## config.mk

```make
export PLATFORM = sky130hd
export DESIGN_NAME = uart_mmio_bridge
export DESIGN_NICKNAME = d
export VERILOG_FILES = /design/src/rtl/uart_pkg.sv /design/src/rtl/sync_fifo.sv /design/src/rtl/uart_mmio_bridge.sv
export SDC_FILE = /design/constraint.sdc
export NUM_CORES = 1
export LEC_CHECK = 0
export BUFFER_PORTS_ARGS = -buffer_cell sky130_fd_sc_hd__buf_2
export CAP_MARGIN = 15
export CORE_MARGIN = 8
export CORE_UTILIZATION = 40
export CTS_CLUSTER_SIZE = 8
export DETAILED_ROUTE_END_ITERATION = 10
export PLACE_DENSITY = 0.59
export RECOVER_POWER = 25
export SLEW_MARGIN = 20
export SYNTH_ARGS = -nofsm -noshare
export SYNTH_HDL_FRONTEND = slang
export SYNTH_SLANG_ARGS = --single-unit
export TNS_END_PERCENT = 1
```

## constraint.sdc

```tcl
create_clock -name clk -period 3.91 [get_ports clk]
set_input_delay 0.9775 -clock clk [delete_from_list [all_inputs] [get_ports clk]]
set_output_delay 0.9775 -clock clk [all_outputs]
set_load 0.02 [all_outputs]
```

## src/rtl/uart_pkg.sv

```systemverilog
// Shared constants and types for the UART MMIO bridge: register offsets,
// STATUS/CTRL bit positions, TX handshake states and a STATUS packer.
package uart_pkg;

    // Register byte offsets; only bits [3:2] take part in decode
    localparam logic [3:0] UART_RXDATA_OFS = 4'h0;
    localparam logic [3:0] UART_TXDATA_OFS = 4'h4;
    localparam logic [3:0] UART_STATUS_OFS = 4'h8;
    localparam logic [3:0] UART_CTRL_OFS   = 4'hC;

    // STATUS bit positions
    localparam int unsigned STAT_RX_AVAIL_BIT = 0;
    localparam int unsigned STAT_RX_FULL_BIT  = 1;
    localparam int unsigned STAT_OVERRUN_BIT  = 2;
    localparam int unsigned STAT_TX_READY_BIT = 3;
    localparam int unsigned STAT_RX_COUNT_LSB = 4;
    localparam int unsigned STAT_RX_COUNT_W   = 5;

    // CTRL bit positions
    localparam int unsigned CTRL_IRQ_EN_BIT  = 0;
    localparam int unsigned CTRL_OVR_CLR_BIT = 1;

    typedef enum logic [1:0] {
        TX_IDLE      = 2'd0,
        TX_START     = 2'd1,
        TX_WAIT_BUSY = 2'd2,
        TX_WAIT_DONE = 2'd3
    } tx_state_t;

    // Assemble the STATUS word; unused bits are zero
    function automatic logic [31:0] pack_status(
        input logic       rx_avail,
        input logic       rx_full,
        input logic       overrun,
        input logic       tx_ready,
        input logic [4:0] rx_count
    );
        logic [31:0] s;
        s = 32'd0;
        s[STAT_RX_AVAIL_BIT] = rx_avail;
        s[STAT_RX_FULL_BIT]  = rx_full;
        s[STAT_OVERRUN_BIT]  = overrun;
        s[STAT_TX_READY_BIT] = tx_ready;
        s[STAT_RX_COUNT_LSB +: STAT_RX_COUNT_W] = rx_count;
        return s;
    endfunction

endpackage

```

## src/rtl/sync_fifo.sv

```systemverilog
// Single-clock FIFO with wrap-flag pointers and a combinational head output.
// A pop while empty is ignored; a push while full is accepted only when an
// effective pop happens in the same cycle.
module sync_fifo #(
    parameter int unsigned WIDTH = 8,
    parameter int unsigned DEPTH = 8
) (
    input  logic                       clk,
    input  logic                       rst,
    input  logic                       push,
    input  logic                       pop,
    input  logic [WIDTH-1:0]           wdata,
    output logic [WIDTH-1:0]           head,
    output logic                       full,
    output logic                       empty,
    output logic [$clog2(DEPTH):0]     count
);

    localparam int unsigned AW = (DEPTH > 1) ? $clog2(DEPTH) : 1;
    localparam int unsigned PW = AW + 1;

    logic [PW-1:0]    wr_ptr_r;
    logic [PW-1:0]    rd_ptr_r;
    logic [WIDTH-1:0] mem_r [DEPTH];
    logic             do_push_s;
    logic             do_pop_s;

    assign full      = (wr_ptr_r[AW-1:0] == rd_ptr_r[AW-1:0]) && (wr_ptr_r[AW] != rd_ptr_r[AW]);
    assign empty     = (wr_ptr_r == rd_ptr_r);
    assign count     = wr_ptr_r - rd_ptr_r;
    assign head      = mem_r[rd_ptr_r[AW-1:0]];
    assign do_pop_s  = pop & ~empty;
    assign do_push_s = push & (~full | do_pop_s);

    // Pointer update; natural PW-bit wrap gives modulo 2*DEPTH
    always_ff @(posedge clk or posedge rst) begin
        if (rst) begin
            wr_ptr_r <= {PW{1'b0}};
            rd_ptr_r <= {PW{1'b0}};
        end else begin
            if (do_push_s) begin
                wr_ptr_r <= wr_ptr_r + PW'(1);
            end
            if (do_pop_s) begin
                rd_ptr_r <= rd_ptr_r + PW'(1);
            end
        end
    end

    // Storage write; contents need no reset because the pointers gate them
    always_ff @(posedge clk) begin
        if (do_push_s) begin
            mem_r[wr_ptr_r[AW-1:0]] <= wdata;
        end
    end

endmodule

```

## src/rtl/uart_mmio_bridge.sv

```systemverilog
// Memory-mapped UART front end: RX FIFO with status/overrun/irq, register
// decode for the core's data bus, and the TX start/busy handshake FSM.
module uart_mmio_bridge
    import uart_pkg::*;
#(
    parameter int unsigned FIFO_DEPTH = 8
) (
    input  logic        clk,
    input  logic        rst,
    input  logic [3:0]  bus_addr,
    input  logic        bus_we,
    input  logic        bus_re,
    input  logic [31:0] bus_wdata,
    output logic [31:0] bus_rdata,
    input  logic [7:0]  rx_data,
    input  logic        rx_valid,
    output logic [7:0]  tx_data,
    output logic        tx_start,
    input  logic        tx_busy,
    output logic        irq
);

    localparam int unsigned CNT_W = $clog2(FIFO_DEPTH) + 1;

    tx_state_t        tx_state_r;
    logic             overrun_r;
    logic             rx_irq_en_r;
    logic [3:0]       reg_ofs_s;
    logic             rd_rxdata_s;
    logic             wr_txdata_s;
    logic             wr_ctrl_s;
    logic             tx_ready_s;
    logic             tx_accept_s;
    logic             overrun_set_s;
    logic [7:0]       fifo_head_s;
    logic             fifo_full_s;
    logic             fifo_empty_s;
    logic [CNT_W-1:0] fifo_count_s;
    logic [31:0]      status_s;
    logic             unused_s;

    assign reg_ofs_s     = {bus_addr[3:2], 2'b00};
    assign rd_rxdata_s   = bus_re & (reg_ofs_s == UART_RXDATA_OFS);
    assign wr_txdata_s   = bus_we & (reg_ofs_s == UART_TXDATA_OFS);
    assign wr_ctrl_s     = bus_we & (reg_ofs_s == UART_CTRL_OFS);
    assign tx_ready_s    = (tx_state_r == TX_IDLE);
    assign tx_accept_s   = wr_txdata_s & tx_ready_s;
    // A full FIFO is never empty, so a read here always frees a slot
    assign overrun_set_s = rx_valid & fifo_full_s & ~rd_rxdata_s;
    assign status_s      = pack_status(~fifo_empty_s, fifo_full_s, overrun_r,
                                       tx_ready_s, 5'(fifo_count_s));
    assign unused_s      = &{1'b0, bus_addr[1:0], bus_wdata[31:8]};

    sync_fifo #(
        .WIDTH (8),
        .DEPTH (FIFO_DEPTH)
    ) u_rx_fifo (
        .clk   (clk),
        .rst   (rst),
        .push  (rx_valid),
        .pop   (rd_rxdata_s),
        .wdata (rx_data),
        .head  (fifo_head_s),
        .full  (fifo_full_s),
        .empty (fifo_empty_s),
        .count (fifo_count_s)
    );

    // Sticky overrun (set beats clear), irq enable and registered interrupt
    always_ff @(posedge clk or posedge rst) begin
        if (rst) begin
            overrun_r   <= 1'b0;
            rx_irq_en_r <= 1'b0;
            irq         <= 1'b0;
        end else begin
            if (overrun_set_s) begin
                overrun_r <= 1'b1;
            end else if (wr_ctrl_s && bus_wdata[CTRL_OVR_CLR_BIT]) begin
                overrun_r <= 1'b0;
            end
            if (wr_ctrl_s) begin
                rx_irq_en_r <= bus_wdata[CTRL_IRQ_EN_BIT];
            end
            irq <= rx_irq_en_r & ~fifo_empty_s;
        end
    end

    // TX handshake FSM with registered tx_data / tx_start
    always_ff @(posedge clk or posedge rst) begin
        if (rst) begin
            tx_state_r <= TX_IDLE;
            tx_data    <= 8'h00;
            tx_start   <= 1'b0;
        end else begin
            case (tx_state_r)
                TX_IDLE: begin
                    if (tx_accept_s) begin
                        tx_data    <= bus_wdata[7:0];
                        tx_start   <= 1'b1;
                        tx_state_r <= TX_START;
                    end
                end
                TX_START: begin
                    tx_start   <= 1'b0;
                    tx_state_r <= TX_WAIT_BUSY;
                end
                TX_WAIT_BUSY: begin
                    if (tx_busy) begin
                        tx_state_r <= TX_WAIT_DONE;
                    end
                end
                TX_WAIT_DONE: begin
                    if (!tx_busy) begin
                        tx_state_r <= TX_IDLE;
                    end
                end
                default: begin
                    tx_start   <= 1'b0;
                    tx_state_r <= TX_IDLE;
                end
            endcase
        end
    end

    // Combinational read mux; an empty FIFO reads as zero
    always_comb begin
        bus_rdata = 32'd0;
        case (reg_ofs_s)
            UART_RXDATA_OFS: begin
                if (fifo_empty_s) begin
                    bus_rdata = 32'd0;
                end else begin
                    bus_rdata = {24'd0, fifo_head_s};
                end
            end
            UART_TXDATA_OFS: bus_rdata = 32'd0;
            UART_STATUS_OFS: bus_rdata = status_s;
            UART_CTRL_OFS:   bus_rdata = {31'd0, rx_irq_en_r};
            default:         bus_rdata = 32'd0;
        endcase
    end

endmodule
```

==> results of run 1 <==
[worst reg2reg max path, delay by kind of cell (launching register included)]
kind            cells  cell delay (ns)
buf+inv             1             0.10
fa+ha+maj           1             0.31
compound gates      1             0.17
flops               1             0.50
simple gates        2             0.77
[cell usage in the layout (no fill, tap or decap), types with 2 or more instances in the layout]
cell type,count
xor2_1,3
nand3_1,3
ha_1,10
inv_1,11
nand2_1,11
and3_1,3
edfxtp_1,64
mux2_2,14
nand2b_1,2
mux2i_1,5
mux4_2,8
mux4_1,8
o21a_1,2
a21oi_1,4
dfrtp_1,22
clkbuf_1,8
a22o_1,2
buf_2,34
nor2_1,5
o21ai_0,4
nand4_1,2
o22ai_1,3
clkbuf_8,9
clkinv_1,2
nor3_1,6
xnor2_1,4
conb_1,24
bufinv_16,2
buf_4,10
[worst min path at each step]
stage,from,slack [ns],to,depth (start not counted)
2_1_floorplan,overrun_r$_DFFE_PP0P_,0.47,overrun_r$_DFFE_PP0P_,1
3_3_place_gp,tx_data[5]$_DFFE_PP0P_,0.48,tx_data[5]$_DFFE_PP0P_,1
3_5_place_dp,tx_data[4]$_DFFE_PP0P_,0.49,tx_data[4]$_DFFE_PP0P_,1
4_1_cts,tx_data[4]$_DFFE_PP0P_,0.51,tx_data[4]$_DFFE_PP0P_,1
5_1_grt,tx_data[4]$_DFFE_PP0P_,0.51,tx_data[4]$_DFFE_PP0P_,1
6_report,tx_data[4]$_DFFE_PP0P_,0.50,tx_data[4]$_DFFE_PP0P_,1
[layer usage]
layer / up-vias / part of all wire / global-route usage
li1: 980 / - / -
met1: 1034 / 0.44 / 0.1544
met2: 75 / 0.48 / 0.1999
met3: 10 / 0.075 / 0.04149
met4: 0 / 0.014 / 0.04203
met5: - / 0 / 0
[area by class of cell]
type	instances	area (um^2)
Clock buffer	10	127.6
Clock inverter	6	85.08
Fill cell	866	5196
Inverter	11	41.29
Multi-Input combinational cell	138	1279
Sequential cell	86	2472
Tap cell	133	166.4
Timing Repair Buffer	51	271.5
[registers in the layout, indices dropped and copies added, names as in the netlist, 2 cells and up]
register            cells
tx_data                 8
u_rx_fifo.wr_ptr_r      4
u_rx_fifo.mem_r        64
tx_state_r              2
u_rx_fifo.rd_ptr_r      4
[cell families after synthesis]
kind of cell    after synthesis  share of synthesized area
simple gates                 38                    0.04949
compound gates               22                    0.04279
fa+ha+maj                    11                    0.03704
other cells                   1                  0.0009569
mux                          35                     0.1526
xor+xnor                      8                    0.01980
buf+inv                      41                    0.06641
flops                        86                     0.6309
[metrics by stage]
stage               cells  hold WS (ns)  cell area, um^2
CTS                   435        0.5063             4452
detailed placement    419        0.4870             4239
floorplan             265        0.4657             4005
finish                435        0.5015             4443
global route          435        0.5142             4443
global placement      419        0.4811             4239
[power by group through the flow]
stage	clock, mW	combinational (mW)	sequential, mW
5_1_grt	0.722	1.41	1.34
2_1_floorplan	0	0.893	1.37
6_report	0.666	1.27	1.31
3_3_place_gp	0	1.27	1.33
4_1_cts	0.689	1.30	1.31
3_5_place_dp	0	1.29	1.33
==> results.sh, run 1 <==
export IMPL_dieArea_um2=13220
export IMPL_clkLatencyLatePin_ns=0.35
export IMPL_postCtsSetupRepairBufs=0
export IMPL_max_freq_mhz=282.1
export IMPL_final_setup_viol_count=0
export IMPL_worstSetupEndpoint="bus_rdata[3]"
export IMPL_drtIter0Drc=106
export IMPL_p_per_area_nw_per_um2=731.7
export IMPL_yosysMostFrequentCell="edfxtp_1"
export IMPL_cts_resized=0
export IMPL_reg2reg_slack_ns=1.68
export IMPL_cts_tree="built"
export IMPL_ys_flop_type="edfxtp_1"
export IMPL_finalWorstSetupSlack_ns=0.3654
export IMPL_path_cells="inv_1, ha_1, and3_1, a21oi_1, nand2_1, o21ai_0, buf_2"
export IMPL_crit_cells=7
export IMPL_htreeDepth=3
export IMPL_power_frac_clock=0.205
export IMPL_maxSlewHeadroom=0.4340
export IMPL_nets=358
export IMPL_rows=36
export IMPL_vias_per_cell=4.825
export IMPL_crit_slowest_cell="dfrtp_1"
export IMPL_die_y_um=115.0
export IMPL_seq_power_share=0.403
export IMPL_die_w_um=115.0
export IMPL_syn_inst=242
export IMPL_netlist_top_cells_area="edfxtp_1, dfrtp_1, mux4_1, buf_4, mux4_2"
export IMPL_drc=0
export IMPL_first_pass_iters=4
export IMPL_vdd_drop_max_mv=0.2703
export IMPL_power_switching_mw=1.139
export IMPL_pwr_share_comb=0.392
export IMPL_start_util=0.4065
export IMPL_antenna_found_initial=0
export IMPL_crit_path_start="u_rx_fifo.wr_ptr_r[0]$_DFFE_PP0P_"
export IMPL_p_leak_nw=1.738
export IMPL_final_layout_size_suffix_gt1_frac=0.2815
export IMPL_area_growth_syn_to_layout_pct=13.38
export IMPL_final_util=0.4609
export IMPL_tightest_slew_ns=0.8480
export IMPL_crit_buf_inv=2
export IMPL_r2r_cells=5
export IMPL_synth_warnings=0
export IMPL_gp_congestion=0.7374
export IMPL_ys_seq_area_frac=0.6309
export IMPL_synth_edf_count=64
export IMPL_cp_required_ns=2.93
export IMPL_clock_sinks=86
export IMPL_period_share=0.9066
export IMPL_routed_wl_um=7789
export IMPL_synth_area_leader_cell="edfxtp_1"
export IMPL_total_power_mw=3.251
export IMPL_ys_ff_latch=86
export IMPL_wire_per_inst_um=17.91
export IMPL_cp_max_fo=7
export IMPL_dpl_hpwl_um=5209
export IMPL_critical_path_top_delay_family="compound AO/OA/AOI/OAI gates"
export IMPL_cp_end_kind="output port"
export IMPL_antenna_left=0
export IMPL_grt_pass1_wl_um=12050
export IMPL_pin_count=92
export IMPL_crit_arrival_ns=2.57
export IMPL_root_buffer="clkbuf_8"
export IMPL_synth_area_um2=3919
export IMPL_port_buffers=41
export IMPL_sw_frac_of_total=0.3503
export IMPL_cell_internal_pwr_mw=2.112
export IMPL_rsz0062_at_grt="no"
export IMPL_maxCapViolCount=0
export IMPL_grt_total_usage=0.1245
export IMPL_grt_overflow_total=0
export IMPL_async_reset_ff_frac=0.2558
export IMPL_coreArea_um2=9639
export IMPL_min_period_ns=3.545
export IMPL_report_final_slew_viol_count=0
export IMPL_post_place_ws_ns=0.7525
export IMPL_hold_viol_final=0
export IMPL_cts_buffers_inserted=9
export IMPL_grt_max_degree=23
export IMPL_synth_top_area_frac=0.4904
export IMPL_clk_pin_slew_worst_paths_ns=0.08
export IMPL_hold_buffers=0
export IMPL_status="finished clean"
export IMPL_syn_area_per_cell_um2=16.19
export IMPL_grt_pass1_vias=2138
export IMPL_hold_path_class="register to register"
export IMPL_fin_skew_ns=0.004746
export IMPL_r2r_start="u_rx_fifo.wr_ptr_r[0]$_DFFE_PP0P_"
export IMPL_ys_types=41
export IMPL_antenna_cells=0
export IMPL_slowest_delay_ns=0.50
export IMPL_vias=2099
export IMPL_ys_top_cells_by_count="edfxtp_1, buf_4, dfrtp_1"
export IMPL_crit_path_start_kind="register"
export IMPL_r2r_end="u_rx_fifo.mem_r[7][7]$_DFFE_PP_"
export IMPL_worst_setup_path_type="register to output port"
export IMPL_final_setup_tns_ns=0
export IMPL_cts_buffer_depth=2
Note: power is estimated with default switching activity, not from simulation.
==> inputs of run 2 (changes only) <==
--- a/config.mk
+++ b/config.mk
@@ -6,8 +6,7 @@
 export NUM_CORES = 1
 export LEC_CHECK = 0
 export BUFFER_PORTS_ARGS = -buffer_cell sky130_fd_sc_hd__buf_2
-export CAP_MARGIN = 15
-export CORE_MARGIN = 8
+export CORE_MARGIN = 10
 export CORE_UTILIZATION = 40
 export CTS_CLUSTER_SIZE = 8
 export DETAILED_ROUTE_END_ITERATION = 10
==> results.sh, run 2 (synthesis results as in run 1) <==
export IMPL_grt_pass1_wl_um=12590
export IMPL_maxCapViolCount=0
export IMPL_hold_path_class="register to register"
export IMPL_wire_per_inst_um=17.89
export IMPL_drt_met1_wl_um=3481
export IMPL_wl_met3_um=527
export IMPL_final_setup_viol_count=0
export IMPL_grt_overflow_total=0
export IMPL_crit_arrival_ns=2.45
export IMPL_die_y_um=119.0
export IMPL_root_buffer="clkbuf_8"
export IMPL_start_util=0.4065
export IMPL_grt_max_degree=23
export IMPL_clk_pin_slew_worst_paths_ns=0.09
export IMPL_cts_buffers_inserted=9
export IMPL_rsz0062_at_grt="no"
export IMPL_period_share=0.8776
export IMPL_area_growth_syn_to_layout_pct=13.09
export IMPL_vias=2074
export IMPL_vdd_drop_max_mv=0.2778
export IMPL_dieArea_um2=14160
export IMPL_worst_setup_path_type="register to output port"
export IMPL_antenna_left=0
export IMPL_tightest_slew_ns=0.9031
export IMPL_p_per_area_nw_per_um2=729.8
export IMPL_final_common_cell="edfxtp_1"
export IMPL_antenna_cells=0
export IMPL_cp_required_ns=2.93
export IMPL_hold_viol_final=0
export IMPL_report_final_slew_viol_count=0
export IMPL_grt_pass1_vias=2199
export IMPL_largest_register_ffs=64
export IMPL_final_layout_size_suffix_gt1_frac=0.2914
export IMPL_dpl_hpwl_um=5425
export IMPL_grt_total_usage=0.1147
export IMPL_coreArea_um2=9639
export IMPL_die_w_um=119.0
export IMPL_vias_per_cell=4.768
export IMPL_min_period_ns=3.432
export IMPL_clock_sinks=86
export IMPL_final_util=0.4598
export IMPL_drtIter0Drc=127
export IMPL_gp_congestion=0.7413
export IMPL_whs_ns=0.5082
export IMPL_cp_max_fo=7
export IMPL_htreeDepth=3
export IMPL_cts_tree="built"
export IMPL_total_power_mw=3.234
export IMPL_routed_wl_um=7780
export IMPL_crit_path_start_kind="register"
export IMPL_nets=358
export IMPL_p_leak_nw=1.733
export IMPL_drc=0
export IMPL_max_freq_mhz=291.4
export IMPL_fillers=857
export IMPL_layout_common_cells="edfxtp_1, buf_2, conb_1"
export IMPL_final_area_um2=4432
export IMPL_antenna_found_initial=0
export IMPL_cts_buffer_depth=2
export IMPL_cp_end_kind="output port"
export IMPL_maxSlewHeadroom=0.3972
export IMPL_route_met2_wl_um=3718
export IMPL_dpl_cell_area_um2=4239
export IMPL_cts_resized=0
export IMPL_fin_skew_ns=0.01345
export IMPL_postCtsSetupRepairBufs=0
export IMPL_status="finished clean"
export IMPL_rows=36
export IMPL_first_pass_iters=4
export IMPL_routed_top_layer="met4"
export IMPL_clkLatencyLatePin_ns=0.36
export IMPL_final_setup_tns_ns=0
export IMPL_pin_count=92
export IMPL_port_buffers=41
export IMPL_hold_buffers=0
-- run 2: cell count changes in the layout (fill, tap and decap cells not counted), sizes merged --
cell	change
bufinv	-1
clkinvlp	+1
clkbuf	-1
inv	+2
clkinv	-1
-- run 2: worst max-delay path, stage by stage, from the launching register on --
cell and delay (ns):
dfrtp_1 0.51, inv_1 0.10, ha_1 0.32, and3_1 0.22, a21oi_1 0.27, nand2_1 0.20, o21ai_0 0.25, buf_2 0.21
-- run 2: layout make-up --
| class | instances | area [um^2] | area share |
|---|---|---|---|
| inverter | 11 | 41.29 | 0.009317 |
| clock inverter | 7 | 77.57 | 0.01750 |
| clock buffer | 9 | 123.9 | 0.02795 |
| sequential | 86 | 2472 | 0.5579 |
| multi-input combinational | 138 | 1279 | 0.2885 |
| timing repair buffer | 51 | 271.5 | 0.06126 |
| tap | 133 | 166.4 | 0.03755 |
-- run 2: report_power, final --
part           internal, mW  leakage, nW  switching (mW)
clock                 0.302        0.101           0.337
combinational         0.559        0.785           0.724
sequential             1.20        0.848           0.116
-- run 2: through the flow --
stage / setup WS, ns / std cells
after global placement: 0.8857 / 419
after CTS: 0.4613 / 435
after detailed placement: 0.8746 / 419
after floorplan: 0.7513 / 265
after global routing: 0.2883 / 435
final: 0.4785 / 435
-- run 2: final timing paths --
check                                                  start                         endpoint  slack (ns)  cells past startpoint
min reg2reg                          rx_irq_en_r$_DFFE_PP0N_                    irq$_DFF_PP0_        0.51                      1
max in group asynchronous                                rst        tx_state_r[1]$_DFFE_PP0P_        2.55                      2
max reg2reg                u_rx_fifo.wr_ptr_r[0]$_DFFE_PP0P_  u_rx_fifo.mem_r[7][1]$_DFFE_PP_        1.70                      5
min                                  rx_irq_en_r$_DFFE_PP0N_                    irq$_DFF_PP0_        0.51                      1
max                        u_rx_fifo.wr_ptr_r[0]$_DFFE_PP0P_                     bus_rdata[2]        0.48                      7
min in group asynchronous                                rst           tx_data[0]$_DFFE_PP0P_        0.80                      2
-- run 2: per-layer routing --
metal,vias to the layer above,GRT usage
met4,0,0.03664
met5,-,0
met2,69,0.1760
met1,1019,0.1435
li1,980,-
met3,6,0.04865
==> inputs of run 3 (changes only) <==
--- a/config.mk
+++ b/config.mk
@@ -5,12 +5,13 @@
 export SDC_FILE = /design/constraint.sdc
 export NUM_CORES = 1
 export LEC_CHECK = 0
+export ABC_AREA = 1
 export BUFFER_PORTS_ARGS = -buffer_cell sky130_fd_sc_hd__buf_2
 export CORE_MARGIN = 10
 export CORE_UTILIZATION = 40
 export CTS_CLUSTER_SIZE = 8
 export DETAILED_ROUTE_END_ITERATION = 10
-export PLACE_DENSITY = 0.59
+export PLACE_DENSITY_LB_ADDON = 0.05
 export RECOVER_POWER = 25
 export SLEW_MARGIN = 20
 export SYNTH_ARGS = -nofsm -noshare
==> results.sh, run 3 <==
export IMPL_final_layout_size_suffix_gt1_frac=0.1510
export IMPL_ys_flop_type="edfxtp_1"
export IMPL_cts_resized=0
export IMPL_cp_end_kind="output port"
export IMPL_seq_power_share=0.410
export IMPL_port_buffers=41
export IMPL_die_y_um=122.3
export IMPL_period_share=0.8408
export IMPL_area_growth_syn_to_layout_pct=10.79
export IMPL_hold_path_class="register to register"
export IMPL_vdd_drop_max_mv=0.2859
export IMPL_drc=0
export IMPL_syn_area_per_cell_um2=9.672
export IMPL_yosysMostFrequentCell="nand2_1"
export IMPL_first_pass_iters=4
export IMPL_routed_wl_um=9451
export IMPL_crit_path_start_kind="register"
export IMPL_power_frac_clock=0.170
export IMPL_hold_buffers=0
export IMPL_start_util=0.4075
export IMPL_cts_buffer_depth=2
export IMPL_dieArea_um2=14960
export IMPL_largest_register_ffs=64
export IMPL_dpl_cell_area_um2=4484
export IMPL_ys_ff_latch=86
export IMPL_tightest_slew_ns=0.8829
export IMPL_nets=546
export IMPL_grt_overflow_total=0
export IMPL_pin_count=92
export IMPL_cell_internal_pwr_mw=1.861
export IMPL_status="finished clean"
export IMPL_maxSlewHeadroom=0.4108
export IMPL_antenna_cells=0
export IMPL_grt_total_usage=0.1279
export IMPL_final_setup_viol_count=0
export IMPL_die_w_um=122.3
export IMPL_clock_sinks=86
export IMPL_final_setup_tns_ns=0
export IMPL_worst_setup_path_type="register to output port"
export IMPL_grt_pass1_wl_um=14720
export IMPL_cts_tree="built"
export IMPL_power_switching_mw=1.337
export IMPL_antenna_found_initial=0
export IMPL_drtIter0Drc=180
export IMPL_clk_pin_slew_worst_paths_ns=0.08
export IMPL_wire_per_inst_um=15.10
export IMPL_netlist_top_cells_area="edfxtp_1, dfrtp_1, nand2_1, nand3_1, buf_4"
export IMPL_final_area_um2=4639
export IMPL_pwr_share_comb=0.421
export IMPL_rsz0062_at_grt="no"
export IMPL_p_per_area_nw_per_um2=689.4
export IMPL_crit_arrival_ns=2.31
export IMPL_report_final_slew_viol_count=0
export IMPL_coreArea_um2=10280
export IMPL_hold_viol_final=0
export IMPL_cp_required_ns=2.93
export IMPL_grt_max_degree=31
export IMPL_ys_top_cells_by_count="nand2_1, edfxtp_1, inv_1"
export IMPL_async_reset_ff_frac=0.2558
export IMPL_syn_inst=433
export IMPL_synth_area_um2=4188
export IMPL_fin_skew_ns=0.009626
export IMPL_synth_edf_count=64
export IMPL_layout_common_cells="nand2_1, edfxtp_1, inv_1"
export IMPL_min_period_ns=3.287
export IMPL_clkLatencyLatePin_ns=0.34
export IMPL_ys_types=29
export IMPL_synth_top_area_frac=0.4589
export IMPL_p_leak_nw=2.153
export IMPL_rows=37
export IMPL_dpl_hpwl_um=6470
export IMPL_maxCapViolCount=0
export IMPL_ys_seq_area_frac=0.5904
export IMPL_cts_buffers_inserted=9
export IMPL_cp_max_fo=10
export IMPL_htreeDepth=3
export IMPL_antenna_left=0
export IMPL_synth_warnings=0
export IMPL_max_freq_mhz=304.2
export IMPL_sw_frac_of_total=0.4181
export IMPL_final_common_cell="nand2_1"
export IMPL_vias_per_cell=4.573
export IMPL_root_buffer="clkbuf_8"
export IMPL_synth_area_leader_cell="edfxtp_1"
export IMPL_gp_congestion=0.7400
export IMPL_postCtsSetupRepairBufs=0
export IMPL_grt_pass1_vias=2697
export IMPL_vias=2863
-- run 3: final timing paths --
path	slack, ns	cells past startpoint	start	endpoint
hold reg to reg	0.49	2	tx_data[7]$_DFFE_PP0P_	tx_data[7]$_DFFE_PP0P_
hold / removal	0.49	2	tx_data[7]$_DFFE_PP0P_	tx_data[7]$_DFFE_PP0P_
setup reg to reg	1.81	8	u_rx_fifo.rd_ptr_r[2]$_DFFE_PP0P_	u_rx_fifo.mem_r[4][0]$_DFFE_PP_
min in group asynchronous	0.81	2	rst	tx_data[6]$_DFFE_PP0P_
max in group asynchronous	2.56	2	rst	u_rx_fifo.rd_ptr_r[3]$_DFFE_PP0P_
setup / recovery	0.62	10	u_rx_fifo.rd_ptr_r[2]$_DFFE_PP0P_	bus_rdata[7]
-- run 3: critical path, cell delays in order, from the launching register on --
cell and delay, ns:
dfrtp_1 0.40, inv_2 0.23, ha_1 0.32, nand3_1 0.17, inv_1 0.08, nand2_2 0.11, nand2_2 0.13, inv_2 0.13
nand3_1 0.12, nand2_1 0.10, buf_2 0.17
-- run 3: logic make-up after synthesis --
logic type	Yosys count	share of synthesized area
xor gates and xnor gates	5	0.01046
AOI/OAI and AO/OA	27	0.03645
adders and majority gates	11	0.03466
buffers and inverters	94	0.1147
DFF	86	0.5904
other	1	0.0008955
and+or+nand+nor	209	0.2124
-- run 3: final cells by class --
class	count	area (um^2)
fill	1034	5638
sequential	86	2472
multi-input combinational	276	1321
timing repair buffer	54	294.0
inverter	58	217.7
tap	136	170.2
clock buffer	10	127.6
clock inverter	6	36.28
-- run 3: power by group through the flow --
| stage | registers [mW] | clock network, mW | logic, mW |
|---|---|---|---|
| 3_3_place_gp | 1.32 | 0 | 1.35 |
| 5_1_grt | 1.34 | 0.596 | 1.55 |
| 6_report | 1.31 | 0.543 | 1.35 |
| 4_1_cts | 1.31 | 0.557 | 1.38 |
| 3_5_place_dp | 1.33 | 0 | 1.37 |
| 2_1_floorplan | 1.35 | 0 | 0.964 |
-- run 3: layer usage --
metal	part of all wire	global-route usage	wire length [um]	vias up
li1	-	-	-	1449
met4	0.011	0.04050	104	0
met1	0.45	0.1703	4271	1344
met3	0.057	0.02525	536	9
met5	0	0	0	-
met2	0.48	0.2059	4538	61
-- run 3: metrics by stage --
step	instances	utilization	power, mW	worst slack (ns)	hold WS (ns)
after floorplan	456	-	2.311	1.209	0.4530
final	626	0.4514	3.198	0.6226	0.4894
after global placement	610	0.4363	2.674	0.8320	0.4676
after CTS	626	0.4523	3.243	0.5783	0.4952
after global routing	626	0.4514	3.482	0.4366	0.5162
after detailed placement	610	0.4363	2.701	0.8449	0.4739
